$ cat src/rtl/mii_pkg.sv
// mii_pkg: shared types and constants for the MII transmit framer.
//   tx_state_t      framer state encoding
//   PREAMBLE_*/SFD_NIBBLE  line symbols for the frame start
//   CRC_*           reflected CRC-32 constants (Ethernet FCS)
//   sat_inc11       saturating increment for the 11-bit byte counter
package mii_pkg;

  typedef enum logic [2:0] {
    IDLE,
    PREAMBLE,
    SFD,
    DATA,
    PAD,
    FCS,
    DROP,
    IPG
  } tx_state_t;

  localparam logic [3:0]  PREAMBLE_NIBBLE = 4'h5;
  localparam logic [3:0]  SFD_NIBBLE      = 4'hD;
  localparam int          PREAMBLE_CYCLES = 15;

  localparam logic [31:0] CRC_INIT    = 32'hFFFF_FFFF;
  localparam logic [31:0] CRC_RESIDUE = 32'hDEBB_20E3;
  // Bit-reversed form of 0x04C11DB7; data enters LSB first.
  localparam logic [31:0] CRC_POLY    = 32'hEDB8_8320;

  function automatic logic [10:0] sat_inc11(input logic [10:0] v);
    return (v == 11'h7FF) ? v : v + 11'd1;
  endfunction

endpackage

$ cat src/rtl/mii_tx_framer_if.sv
// mii_tx_framer_if: byte stream from the MAC TX path into the framer.
//   s_data  frame byte
//   s_valid s_data valid
//   s_last  final byte of the frame
//   s_ready byte accepted when s_valid && s_ready
// master = byte source, slave = framer.
interface mii_tx_framer_if;
  logic [7:0] s_data;
  logic       s_valid;
  logic       s_last;
  logic       s_ready;

  modport master (output s_data, s_valid, s_last, input s_ready);
  modport slave  (input s_data, s_valid, s_last, output s_ready);
endinterface

$ cat src/rtl/crc32.sv
// crc32: one combinational nibble step of the reflected Ethernet CRC-32.
//   crc      current CRC register
//   din      nibble being transmitted (bit 0 goes on the wire first)
//   crc_next CRC register after absorbing din
module crc32
  import mii_pkg::*;
(
  input  logic [31:0] crc,
  input  logic [3:0]  din,
  output logic [31:0] crc_next
);

  always_comb begin
    crc_next = crc;
    for (int i = 0; i < 4; i++)
      crc_next = (crc_next >> 1) ^ ((crc_next[0] ^ din[i]) ? CRC_POLY : 32'h0);
  end

endmodule

$ cat src/rtl/mii_tx_framer.sv
// mii_tx_framer: Ethernet MII transmit framer.
// Emits preamble + SFD, payload low nibble first, optional zero pad up to
// MIN_BYTES, then the FCS; an input stall mid-frame aborts with txer and the
// rest of the frame is drained. An inter-packet gap follows every frame.
//   clk, rst      MII TX clock, synchronous active-high reset
//   s             byte stream (mii_tx_framer_if.slave)
//   mii_txd/txen/txer  MII transmit pins (registered)
//   busy          high whenever the framer is not idle
//   underrun      one-cycle pulse on frame abort
// Build option: define MII_TX_PAD_EN to zero-pad short frames to MIN_BYTES;
// without it the FCS directly follows the last data byte.
module mii_tx_framer
  import mii_pkg::*;
#(
  parameter int IPG_BYTES = 12,
  parameter int MIN_BYTES = 60
) (
  input  logic           clk,
  input  logic           rst,
  mii_tx_framer_if.slave s,
  output logic [3:0]     mii_txd,
  output logic           mii_txen,
  output logic           mii_txer,
  output logic           busy,
  output logic           underrun
);

  localparam int IPG_CYCLES = 2 * IPG_BYTES;
  localparam int IPG_W      = (IPG_CYCLES > 1) ? $clog2(IPG_CYCLES) : 1;

  tx_state_t        state;
  logic [3:0]       pre_cnt;
  logic [IPG_W-1:0] ipg_cnt;
  logic [2:0]       fcs_idx, fcs_nxt;
  logic             hi;       // current output nibble is the high half
  logic [3:0]       hi_nib;   // high nibble of the byte on the wire
  logic             last_q;   // byte on the wire carried s_last
  logic [31:0]      crc, crc_next;
  logic [3:0]       crc_nib;
`ifdef MII_TX_PAD_EN
  logic [10:0]      byte_cnt;
`endif

  assign fcs_nxt = fcs_idx + 3'd1;

  // The CRC absorbs whichever nibble is being loaded into mii_txd this edge.
  // In the last byte's high-nibble cycle that is a pad zero, not s_data.
  always_comb begin
    crc_nib = 4'h0;
    if (state == DATA && !hi)
      crc_nib = hi_nib;
    else if (state == SFD || (state == DATA && !last_q))
      crc_nib = s.s_data[3:0];
  end

  crc32 u_crc (
    .crc      (crc),
    .din      (crc_nib),
    .crc_next (crc_next)
  );

  always_ff @(posedge clk) begin
    if (rst) begin
      state     <= IDLE;
      mii_txd   <= 4'h0;
      mii_txen  <= 1'b0;
      mii_txer  <= 1'b0;
      s.s_ready <= 1'b0;
      busy      <= 1'b0;
      underrun  <= 1'b0;
      pre_cnt   <= 4'd0;
      ipg_cnt   <= '0;
      fcs_idx   <= 3'd0;
      hi        <= 1'b0;
      hi_nib    <= 4'h0;
      last_q    <= 1'b0;
      crc       <= 32'h0;
`ifdef MII_TX_PAD_EN
      byte_cnt  <= 11'd0;
`endif
    end else begin
      underrun <= 1'b0;
      mii_txer <= 1'b0;
      case (state)
        IDLE: begin
          if (s.s_valid) begin
            state    <= PREAMBLE;
            busy     <= 1'b1;
            mii_txen <= 1'b1;
            mii_txd  <= PREAMBLE_NIBBLE;
            pre_cnt  <= 4'd1;
          end
        end

        PREAMBLE: begin
          if (pre_cnt == 4'(PREAMBLE_CYCLES)) begin
            state     <= SFD;
            mii_txd   <= SFD_NIBBLE;
            s.s_ready <= 1'b1;
            crc       <= CRC_INIT;
`ifdef MII_TX_PAD_EN
            byte_cnt  <= 11'd0;
`endif
          end else begin
            pre_cnt <= pre_cnt + 4'd1;
          end
        end

        // SFD and the high-nibble DATA cycle share the byte handshake.
        SFD, DATA: begin
          if (state == DATA && !hi) begin
            hi        <= 1'b1;
            mii_txd   <= hi_nib;
            crc       <= crc_next;
            s.s_ready <= !last_q;
          end else if (s.s_ready && s.s_valid) begin
            state     <= DATA;
            hi        <= 1'b0;
            hi_nib    <= s.s_data[7:4];
            last_q    <= s.s_last;
            mii_txd   <= s.s_data[3:0];
            crc       <= crc_next;
            s.s_ready <= 1'b0;
`ifdef MII_TX_PAD_EN
            byte_cnt  <= sat_inc11(byte_cnt);
`endif
          end else if (state == DATA && last_q) begin
`ifdef MII_TX_PAD_EN
            if (byte_cnt < 11'(MIN_BYTES)) begin
              state    <= PAD;
              hi       <= 1'b0;
              mii_txd  <= 4'h0;
              crc      <= crc_next;
              byte_cnt <= sat_inc11(byte_cnt);
            end else begin
              state   <= FCS;
              mii_txd <= ~crc[3:0];
              fcs_idx <= 3'd0;
            end
`else
            state   <= FCS;
            mii_txd <= ~crc[3:0];
            fcs_idx <= 3'd0;
`endif
          end else begin
            // Source starved mid-frame: flag the error and drain the rest.
            state     <= DROP;
            mii_txd   <= 4'h0;
            mii_txer  <= 1'b1;
            underrun  <= 1'b1;
            s.s_ready <= 1'b1;
          end
        end

`ifdef MII_TX_PAD_EN
        // byte_cnt is bumped as each pad byte starts.
        PAD: begin
          if (!hi) begin
            hi      <= 1'b1;
            mii_txd <= 4'h0;
            crc     <= crc_next;
          end else if (byte_cnt < 11'(MIN_BYTES)) begin
            hi       <= 1'b0;
            mii_txd  <= 4'h0;
            crc      <= crc_next;
            byte_cnt <= sat_inc11(byte_cnt);
          end else begin
            state   <= FCS;
            mii_txd <= ~crc[3:0];
            fcs_idx <= 3'd0;
          end
        end
`endif

        // crc is held; fcs_idx is the nibble currently on the wire.
        FCS: begin
          if (fcs_idx == 3'd7) begin
            state    <= IPG;
            mii_txen <= 1'b0;
            mii_txd  <= 4'h0;
            ipg_cnt  <= IPG_W'(1);
          end else begin
            fcs_idx <= fcs_nxt;
            mii_txd <= ~crc[{fcs_nxt, 2'b00} +: 4];
          end
        end

        DROP: begin
          mii_txen <= 1'b0;
          mii_txd  <= 4'h0;
          if (s.s_valid && s.s_last) begin
            state     <= IPG;
            s.s_ready <= 1'b0;
            ipg_cnt   <= IPG_W'(1);
          end
        end

        // The IDLE cycle that samples s_valid completes the gap, so IPG
        // itself lasts one cycle less than 2*IPG_BYTES.
        IPG: begin
          if (ipg_cnt >= IPG_W'(IPG_CYCLES - 1)) begin
            state <= IDLE;
            busy  <= 1'b0;
          end else begin
            ipg_cnt <= ipg_cnt + IPG_W'(1);
          end
        end

        default: begin
          state     <= IDLE;
          busy      <= 1'b0;
          mii_txen  <= 1'b0;
          s.s_ready <= 1'b0;
        end
      endcase
    end
  end

endmodule

$ cat src/flat_wrapper.sv
// flat-port wrapper written by rule: the top's interface ports become plain ports
module mii_tx_framer_flat import mii_pkg::*;
#(
  parameter int IPG_BYTES = 12,
  parameter int MIN_BYTES = 60
)
  (clk, rst, mii_txd, mii_txen, mii_txer, busy, underrun, s_s_data, s_s_valid, s_s_last, s_s_ready);
  mii_tx_framer_if s_i ();
  input  logic clk;
  input  logic rst;
  output logic [3:0] mii_txd;
  output logic mii_txen;
  output logic mii_txer;
  output logic busy;
  output logic underrun;
  input wire logic [$bits(s_i.s_data)-1:0] s_s_data;
  input wire logic [$bits(s_i.s_valid)-1:0] s_s_valid;
  input wire logic [$bits(s_i.s_last)-1:0] s_s_last;
  output wire logic [$bits(s_i.s_ready)-1:0] s_s_ready;
  assign s_i.s_data = s_s_data;
  assign s_i.s_valid = s_s_valid;
  assign s_i.s_last = s_s_last;
  assign s_s_ready = s_i.s_ready;
  mii_tx_framer #(.IPG_BYTES(IPG_BYTES), .MIN_BYTES(MIN_BYTES)) u_core (.clk(clk), .rst(rst), .s(s_i), .mii_txd(mii_txd), .mii_txen(mii_txen), .mii_txer(mii_txer), .busy(busy), .underrun(underrun));
endmodule
$ cat config.mk
export PLATFORM = sky130hd
export DESIGN_NAME = mii_tx_framer_flat
export DESIGN_NICKNAME = d
export VERILOG_FILES = /design/src/rtl/mii_pkg.sv /design/src/rtl/mii_tx_framer_if.sv /design/src/rtl/crc32.sv /design/src/rtl/mii_tx_framer.sv /design/src/flat_wrapper.sv
export SDC_FILE = /design/constraint.sdc
export NUM_CORES = 1
export LEC_CHECK = 0
export CORE_MARGIN = 4
export CORE_UTILIZATION = 40
export CTS_CLUSTER_SIZE = 14
export DETAILED_ROUTE_END_ITERATION = 8
export HOLD_SLACK_MARGIN = 0.1
export PLACE_DENSITY = 0.66
export SYNTH_ARGS = -nofsm -noshare
export SYNTH_HDL_FRONTEND = slang
export SYNTH_SLANG_ARGS = --single-unit
$ cat constraint.sdc
create_clock -name clk -period 2.5 [get_ports clk]
set_input_delay 0.375 -clock clk [delete_from_list [all_inputs] [get_ports clk]]
set_output_delay 0.375 -clock clk [all_outputs]
set_load 0.02 [all_outputs]
==> results.json <==
{
  "start_kind": "flop",
  "fin_nets": 417,
  "grt.total_usage_pct": 17.1,
  "setup_tns_ns": 0,
  "r2r-end": "u_core.crc[18]$_SDFFE_PP0P_",
  "grt_pass1_vias": 2730,
  "pwr-share-comb_pct": 50.7,
  "fin_crit_ns": 2.38,
  "setup_viol": 0,
  "io_buffers": 20,
  "max_freq_mhz": 419,
  "synth-main-ff-cell": "dfxtp_1",
  "hold_path_startpoint": "rst",
  "drive_gt1_share_pct": 15.3,
  "grt_antenna_before_repair": 0,
  "firstDrtPassIters": 4,
  "synth-simple-area-share_pct": 17.4,
  "synth_seq_cells": 61,
  "synth_top_family_by_area": "compound AO/OA/AOI/OAI gates",
  "fin_crit_sh_pct": 95.4,
  "initial_utilization_pct": 41.5,
  "power_frac_seq_pct": 31.8,
  "r2r_slack_ns": 0.12,
  "grt_overflow": 0,
  "routed_wl_um": 8120,
  "numCtsBuffers": 9,
  "hold_path_end": "u_core.s.s_ready$_SDFFE_PP0P_",
  "r2r_start": "u_core.hi$_SDFFE_PP0P_",
  "synth_edf_count": 0,
  "synth_compound_area_share_pct": 19.3,
  "htree_levels": 3,
  "dpl.hpwl_um": 5670,
  "power.switching_w": 0.00185,
  "avgSynthCellArea_um2": 9.13,
  "grt_pass1_wl_um": 13700,
  "clockBufferDepth": 2,
  "async_flop_share_pct": 0,
  "synth_adder_area_share_pct": 1.45,
  "pwr-share-clk_pct": 17.5,
  "outcome": "finished, final reports clean",
  "powerDensity_mw_per_mm2": 1140,
  "clk-insertion-delay-late_ns": 0.35,
  "synth_area_mm2": 0.00344,
  "syn_nets": 393,
  "vdd.ir_drop.worst_v": 0.000574,
  "ys_types": 46,
  "ys_warn_count": 0,
  "syn_to_final_growth_pct": 16.9,
  "stdcell_count": 511,
  "drtIter0Drc": 124,
  "routedWlPerCell_um": 15.9,
  "postSynthCellCount": 377,
  "dr_total_vias": 2814,
  "min_path_cells": 2,
  "final_hold_viol_count": 0,
  "rsz0062_at_grt": "no",
  "slew_headroom_pct": 64.4,
  "cts_sinks": 61,
  "fin_worst_skew_ns": 0.0142,
  "gp_congestion": 0.801,
  "drcViolationCount": 0,
  "worst_pin_slew_ns": 0.535,
  "max_cap_viol_count": 0,
  "p_leak_nw": 1.43,
  "min_path_type": "in -> reg",
  "grt_max_degree": 37,
  "synth_xor_xnor_area_share_pct": 14.0,
  "dieArea_mm2": 0.0102,
  "end_kind": "flop",
  "cts-root-buf": "clkbuf_8",
  "synth_mux_area_share_pct": 8.50,
  "synth.yosys.seq_area_share_pct": 35.5,
  "switching_share_pct": 40.2,
  "diodes": 0,
  "path_clk_slew_ns": 0.08,
  "internal_power_w": 0.00276,
  "r2r_cells": 9,
  "die_h_um": 101,
  "drv_slew": 0,
  "core_mm2": 0.00830,
  "ios": 21,
  "via_per_inst": 5.51,
  "crit_fanout": 8,
  "fp-row-count": 33,
  "die_width_um": 101,
  "placed_cells": 489,
  "cp.required_ns": 2.75,
  "ant_nets": 0,
  "cp.arrival_ns": 2.64,
  "cts_tree": "yes",
  "critPathKind": "reg -> reg"
}
-- cell families (layout without fill, tap and decap cells) --
group | Yosys count | in the layout
compound gates | 92 | 92
simple gates | 132 | 132
fa+ha+maj | 4 | 4
buf+inv | 29 | 58
flops | 61 | 61
xor+xnor | 40 | 40
mux | 19 | 19
-- registers in the layout, indices dropped and copies added (netlist names) --
register and cells:
u_core.busy 1, u_core.crc 32, u_core.fcs_idx 3, u_core.hi 1, u_core.hi_nib 4, u_core.ipg_cnt 5
u_core.last_q 1, u_core.mii_txd 4, u_core.mii_txen 1, u_core.mii_txer 1, u_core.pre_cnt 4, u_core.s.s_ready 1
u_core.state 3
-- worst max-delay path: stages, from the launching register on --
cell      delay, ns
dfxtp_1        0.45
nand2b_2       0.24
nor2_4         0.08
buf_12         0.15
a22oi_2        0.29
xnor2_4        0.17
buf_4          0.18
xnor3_1        0.34
xor2_1         0.16
a211oi_1       0.24
-- cell usage after synthesis (2+ instances only) --
library cell	count	area share, %
xnor2_4	4	3.2
o22ai_1	3	0.55
o21ai_0	14	2.0
o211ai_1	2	0.44
buf_6	3	0.98
a41oi_1	2	0.51
nor2_1	70	7.6
a22oi_2	2	0.73
mux2i_1	9	2.6
nand2b_1	9	1.6
mux4_2	8	5.2
nand3_1	3	0.44
dfxtp_1	61	35
xor2_1	19	4.8
clkbuf_1	22	2.4
xnor3_1	4	2.6
nand2_1	20	2.2
a31oi_1	2	0.36
mux2_2	2	0.65
and2_1	2	0.36
nor3_1	4	0.58
a21oi_1	17	2.5
ha_1	4	1.5
nor2b_1	13	2.4
xnor2_1	13	3.3
nand4_1	4	0.73
a211o_1	2	0.51
a211oi_1	34	7.4
or2_2	3	0.55
inv_1	2	0.22
a211oi_2	2	0.73
a22oi_1	4	0.87
-- through the flow --
step	cell area (um2)	total power [W]	util, %	hold slack, ns	setup slack (ns)
2_1_floorplan	3440	0.00318	-	0.432	0.238
3_3_place_gp	3790	0.00371	45.6	0.465	0.178
3_5_place_dp	3790	0.00374	45.6	0.475	0.106
4_1_cts	3970	0.00456	47.8	0.475	0.0760
5_1_grt	4030	0.00492	48.5	0.516	0.0111
6_report	4030	0.00461	48.5	0.484	0.115
-- worst max path at each step --
| stage | endpoint | slack [ns] | startpoint | cells after the start |
|---|---|---|---|---|
| 5_1_grt | u_core.crc[18]$_SDFFE_PP0P_ | 0.01 | u_core.hi$_SDFFE_PP0P_ | 9 |
| 2_1_floorplan | u_core.mii_txd[0]$_SDFFE_PP0P_ | 0.24 | u_core.fcs_idx[0]$_SDFFE_PP0P_ | 7 |
| 4_1_cts | u_core.crc[20]$_SDFFE_PP0P_ | 0.08 | u_core.hi$_SDFFE_PP0P_ | 7 |
| 6_report | u_core.crc[18]$_SDFFE_PP0P_ | 0.12 | u_core.hi$_SDFFE_PP0P_ | 9 |
| 3_5_place_dp | u_core.crc[20]$_SDFFE_PP0P_ | 0.11 | u_core.hi$_SDFFE_PP0P_ | 7 |
| 3_3_place_gp | u_core.crc[21]$_SDFFE_PP0P_ | 0.18 | s_s_data[3] | 6 |
-- cell type report --
class                   instances  area (um2)
clock inverters                 4        22.5
well taps                     105         131
flip-flops and latches         61        1220
repair buffers                 40         395
inverters                       2        7.51
clock buffers                  12         155
multi-input cells             287        2090
fillers                       770        4270
-- power groups by stage --
stage,registers [W],logic (W),clock network (W)
final,0.00146,0.00234,0.000805
after global routing,0.00150,0.00257,0.000854
after CTS,0.00146,0.00227,0.000823
after detailed placement,0.00148,0.00226,0
after global placement,0.00147,0.00223,0
after floorplan,0.00147,0.00171,0
-- layer usage --
metal  wire (um)  vias up  share of wire (%)  global-route usage (%)
met2        3910       63                 48                    26.4
li1            -     1395                  -                       -
met4         108        0                1.3                    7.05
met5           0        -                  0                       0
met1        3690     1345                 45                    23.1
met3         414       11                5.1                    3.88
-- cells in the final DEF (no fill, tap or decap), drive strengths merged, types with 7 or more instances in the layout --
cell type and instances:
mux2i 9, xnor2 17, clkdlybuf4s50 19, a211oi 36, nand2 20, dfxtp 61
xor2 19, mux4 8, nand2b 9, a22oi 7, o21ai 14, nor2b 13
a21oi 18, nor2 71, clkbuf 12, buf 21
-- repair_timing --
action,CTS,global route
hold buffers,0,0
endpoints found under the setup margin,0,8
setup buffers,0,6
resized for setup,0,1
No activity file was read; power rests on OpenSTA's default activity.
==> variant: new RTL, same settings <==
`IPG_BYTES` is set to 12 in 2 places; all go to 11.
--- a/src/rtl/mii_tx_framer.sv
+++ b/src/rtl/mii_tx_framer.sv
@@ -14,3 +14,3 @@
 #(
-  parameter int IPG_BYTES = 12,
+  parameter int IPG_BYTES = 11,
   parameter int MIN_BYTES = 60
--- a/src/flat_wrapper.sv
+++ b/src/flat_wrapper.sv
@@ -3,3 +3,3 @@
 #(
-  parameter int IPG_BYTES = 12,
+  parameter int IPG_BYTES = 11,
   parameter int MIN_BYTES = 60
Formal check against the unedited RTL: same outputs for any inputs over 10 cycles, from zero or initial values and one cycle with rst high; that may be too few to reach the edited logic, so the function may still have changed.
==> variant against the original RTL <==
Wire length increased by 11%. Setup slack better by 0.10 ns. First-iteration DRC count up 48%. Critical path type unchanged. Critical endpoint is now u_core.crc[24]. Synthesized area rose by 12%. Sequential cell count stayed put. Cell area is 12% higher. Maximum frequency rose by 4.6%.
Power is not compared: it rests on default switching activity, and its combinational part moved more than twofold at a synthesized area within 25%.
==> variant: results (changes against the original RTL) <==
synthesis:
  synth_compound_area_share_pct: 19.62  # +0.33 points
  synthAdderAreaFrac_pct: 1.627  # +0.17 points
  synth_commonest_cells: "nor2_1 (62), dfxtp_1 (61), a211oi_1 (25), xnor3_1 (25), clkbuf_1 (23)"
  synth_area_leaders: "dfxtp_1 (32%), xnor3_1 (15%), nor2_1 (6.1%)"
  synth_xor_area_share_pct: 20.96  # +7.0 points
  async_flop_share_pct: 0  # unchanged
  yosys_warnings: 0  # unchanged
  synth_nets: 407  # +3.6%
  synth_cell_type_count: 53  # +15%
  synth.area.mux_share_pct: 7.745  # -0.76 points
  yosysSeqAreaShare_pct: 31.76  # -3.7 points
  synth_ff_type: "dfxtp_1"
worst_setup_path:
  cp.arrival_ns: 2.55  # -0.09 ns
  cp_max_fo: 12  # +4
  reg2reg_depth: 6  # -3
  r2r_slack_ns: 0.22  # +0.10 ns
  timing.rr.start: "u_core.state[2]"
  r2r_end: "u_core.crc[24]"
sta:
  whs_ns: 0.4087  # -0.07520 ns
  fin_skew_ns: 0.01136  # -0.002875 ns
  max-slew-margin-rel_pct: 57.19  # -7.2 points
  finalSetupTns_ns: 0  # unchanged
status:
  outcome: "complete, no violations"
grt:
  antenna_found_initial: 0  # unchanged
  grt_start_max_net_pins: 33  # -11%
  track_usage_pct: 17.28  # +0.17 points
  first_global_vias: 3028  # +11%
  grt_pass1_wl_um: 15360  # +12%
place:
  dpl_cell_area_mm2: 0.004275  # +13%
  place.detailed.hpwl_um: 6313  # +11%
  place.gp.congestion: 0.8757  # +9.4%
  port_buffers: 20  # unchanged
clock_tree:
  clkSlewWorstSetupHoldPaths_ns: 0.07
  h-tree-depth: 3  # unchanged
  worstSkewPairLatency_ns: 0.35  # about the same
  root_buffer: "clkbuf_8"
  post_cts_buffers: 0  # unchanged
  clock_path_buffers: 2  # unchanged
  numCtsBuffers: 9  # unchanged
min_path:
  hold_path_end: "u_core.last_q"
  hold_depth: 2  # unchanged
  hold_class: "in -> reg"
  min_from: "rst"
layout:
  top_regs: "u_core.crc x32, u_core.ipg_cnt x5"
  layout-drive-gt1-share_pct: 15.79  # +0.52 points
  n_antenna_cell: 0  # unchanged
  nNetsFinal: 430  # +3.1%
routing:
  drt_iter0_drc: 183  # +48%
  avgViaCountPerCell: 5.521  # +0.26%
  firstDrtPassIters: 4  # unchanged
  routed_wl_um: 9046  # +11%
pwr:
  p_int_mw: 1.641
  p_leak_nw: 1.577
  vdd_ir_drop_max_mv: 0.2907
-- variant: what timing repair did --
| action | in CTS | in global routing |
|---|---|---|
| setup endpoints to repair | 5 | 4 |
| resized for setup | 1 | 1 |
| endpoints found under the hold margin | 0 | 0 |
| pin swaps | 0 | 0 |
-- variant: cells by family (layout without fill, tap and decap cells) --
group	after synthesis	in the layout
adder cells (fa/ha/maj)	5	5
buffers and inverters	37	65
multiplexers	21	21
XOR/XNOR	45	45
flip-flops	61	61
AO/OA/AOI/OAI	103	103
AND/OR/NAND/NOR	118	118
-- variant: stage by stage --
stage          instances  worst slack, ns  power, mW  util, %
2_1_floorplan        390           0.4797      1.074        -
3_3_place_gp         531         -0.04125      1.120    46.05
3_5_place_dp         531         -0.08200      1.121    46.05
4_1_cts              547          0.01228      2.132    48.60
5_1_grt              547          0.06461      2.191    48.72
6_report             547           0.2202      2.111    48.72
-- variant: critical path, stage by stage (launching register included) --
cell      delay (ns)
dfxtp_1         0.31
nand2b_1        0.25
nor2_4          0.24
a22oi_2         0.16
xnor2_4         0.50
xnor3_1         0.50
a211oi_1        0.23
-- variant: layout make-up --
type	instances	area [µm²]
flip-flops and latches	61	1221
multi-input cells	292	2496
clock buffers	12	155.1
inverters	5	18.77
repair buffers	44	400.4
clock inverters	4	70.07
fillers	891	4761
well taps	129	161.4
-- variant: worst max path at each step --
stage | to | from | depth (start not counted)
after global placement | u_core.crc[24] | s_s_data[1] | 5
after global routing | u_core.crc[20] | u_core.state[2] | 7
final | u_core.crc[24] | u_core.state[2] | 6
after floorplan | u_core.crc[18] | u_core.state[1] | 8
after detailed placement | u_core.crc[21] | s_s_data[1] | 5
after CTS | u_core.crc[27] | u_core.state[2] | 6
-- variant: power groups by stage --
| stage | combinational [mW] | sequential [mW] | clock [mW] |
|---|---|---|---|
| 2_1_floorplan | 0.0573 | 1.02 | 0 |
| 3_3_place_gp | 0.108 | 1.01 | 0 |
| 3_5_place_dp | 0.109 | 1.01 | 0 |
| 4_1_cts | 0.109 | 0.990 | 1.03 |
| 5_1_grt | 0.120 | 0.991 | 1.08 |
| 6_report | 0.109 | 0.990 | 1.01 |
-- variant: routing by layer --
layer	track usage [%]	routed length, µm	share of wire, %
met1	22.40	4033	45
met2	28.37	4553	50
met3	4.979	356	3.9
met4	4.440	102	1.1
met5	0	0	0
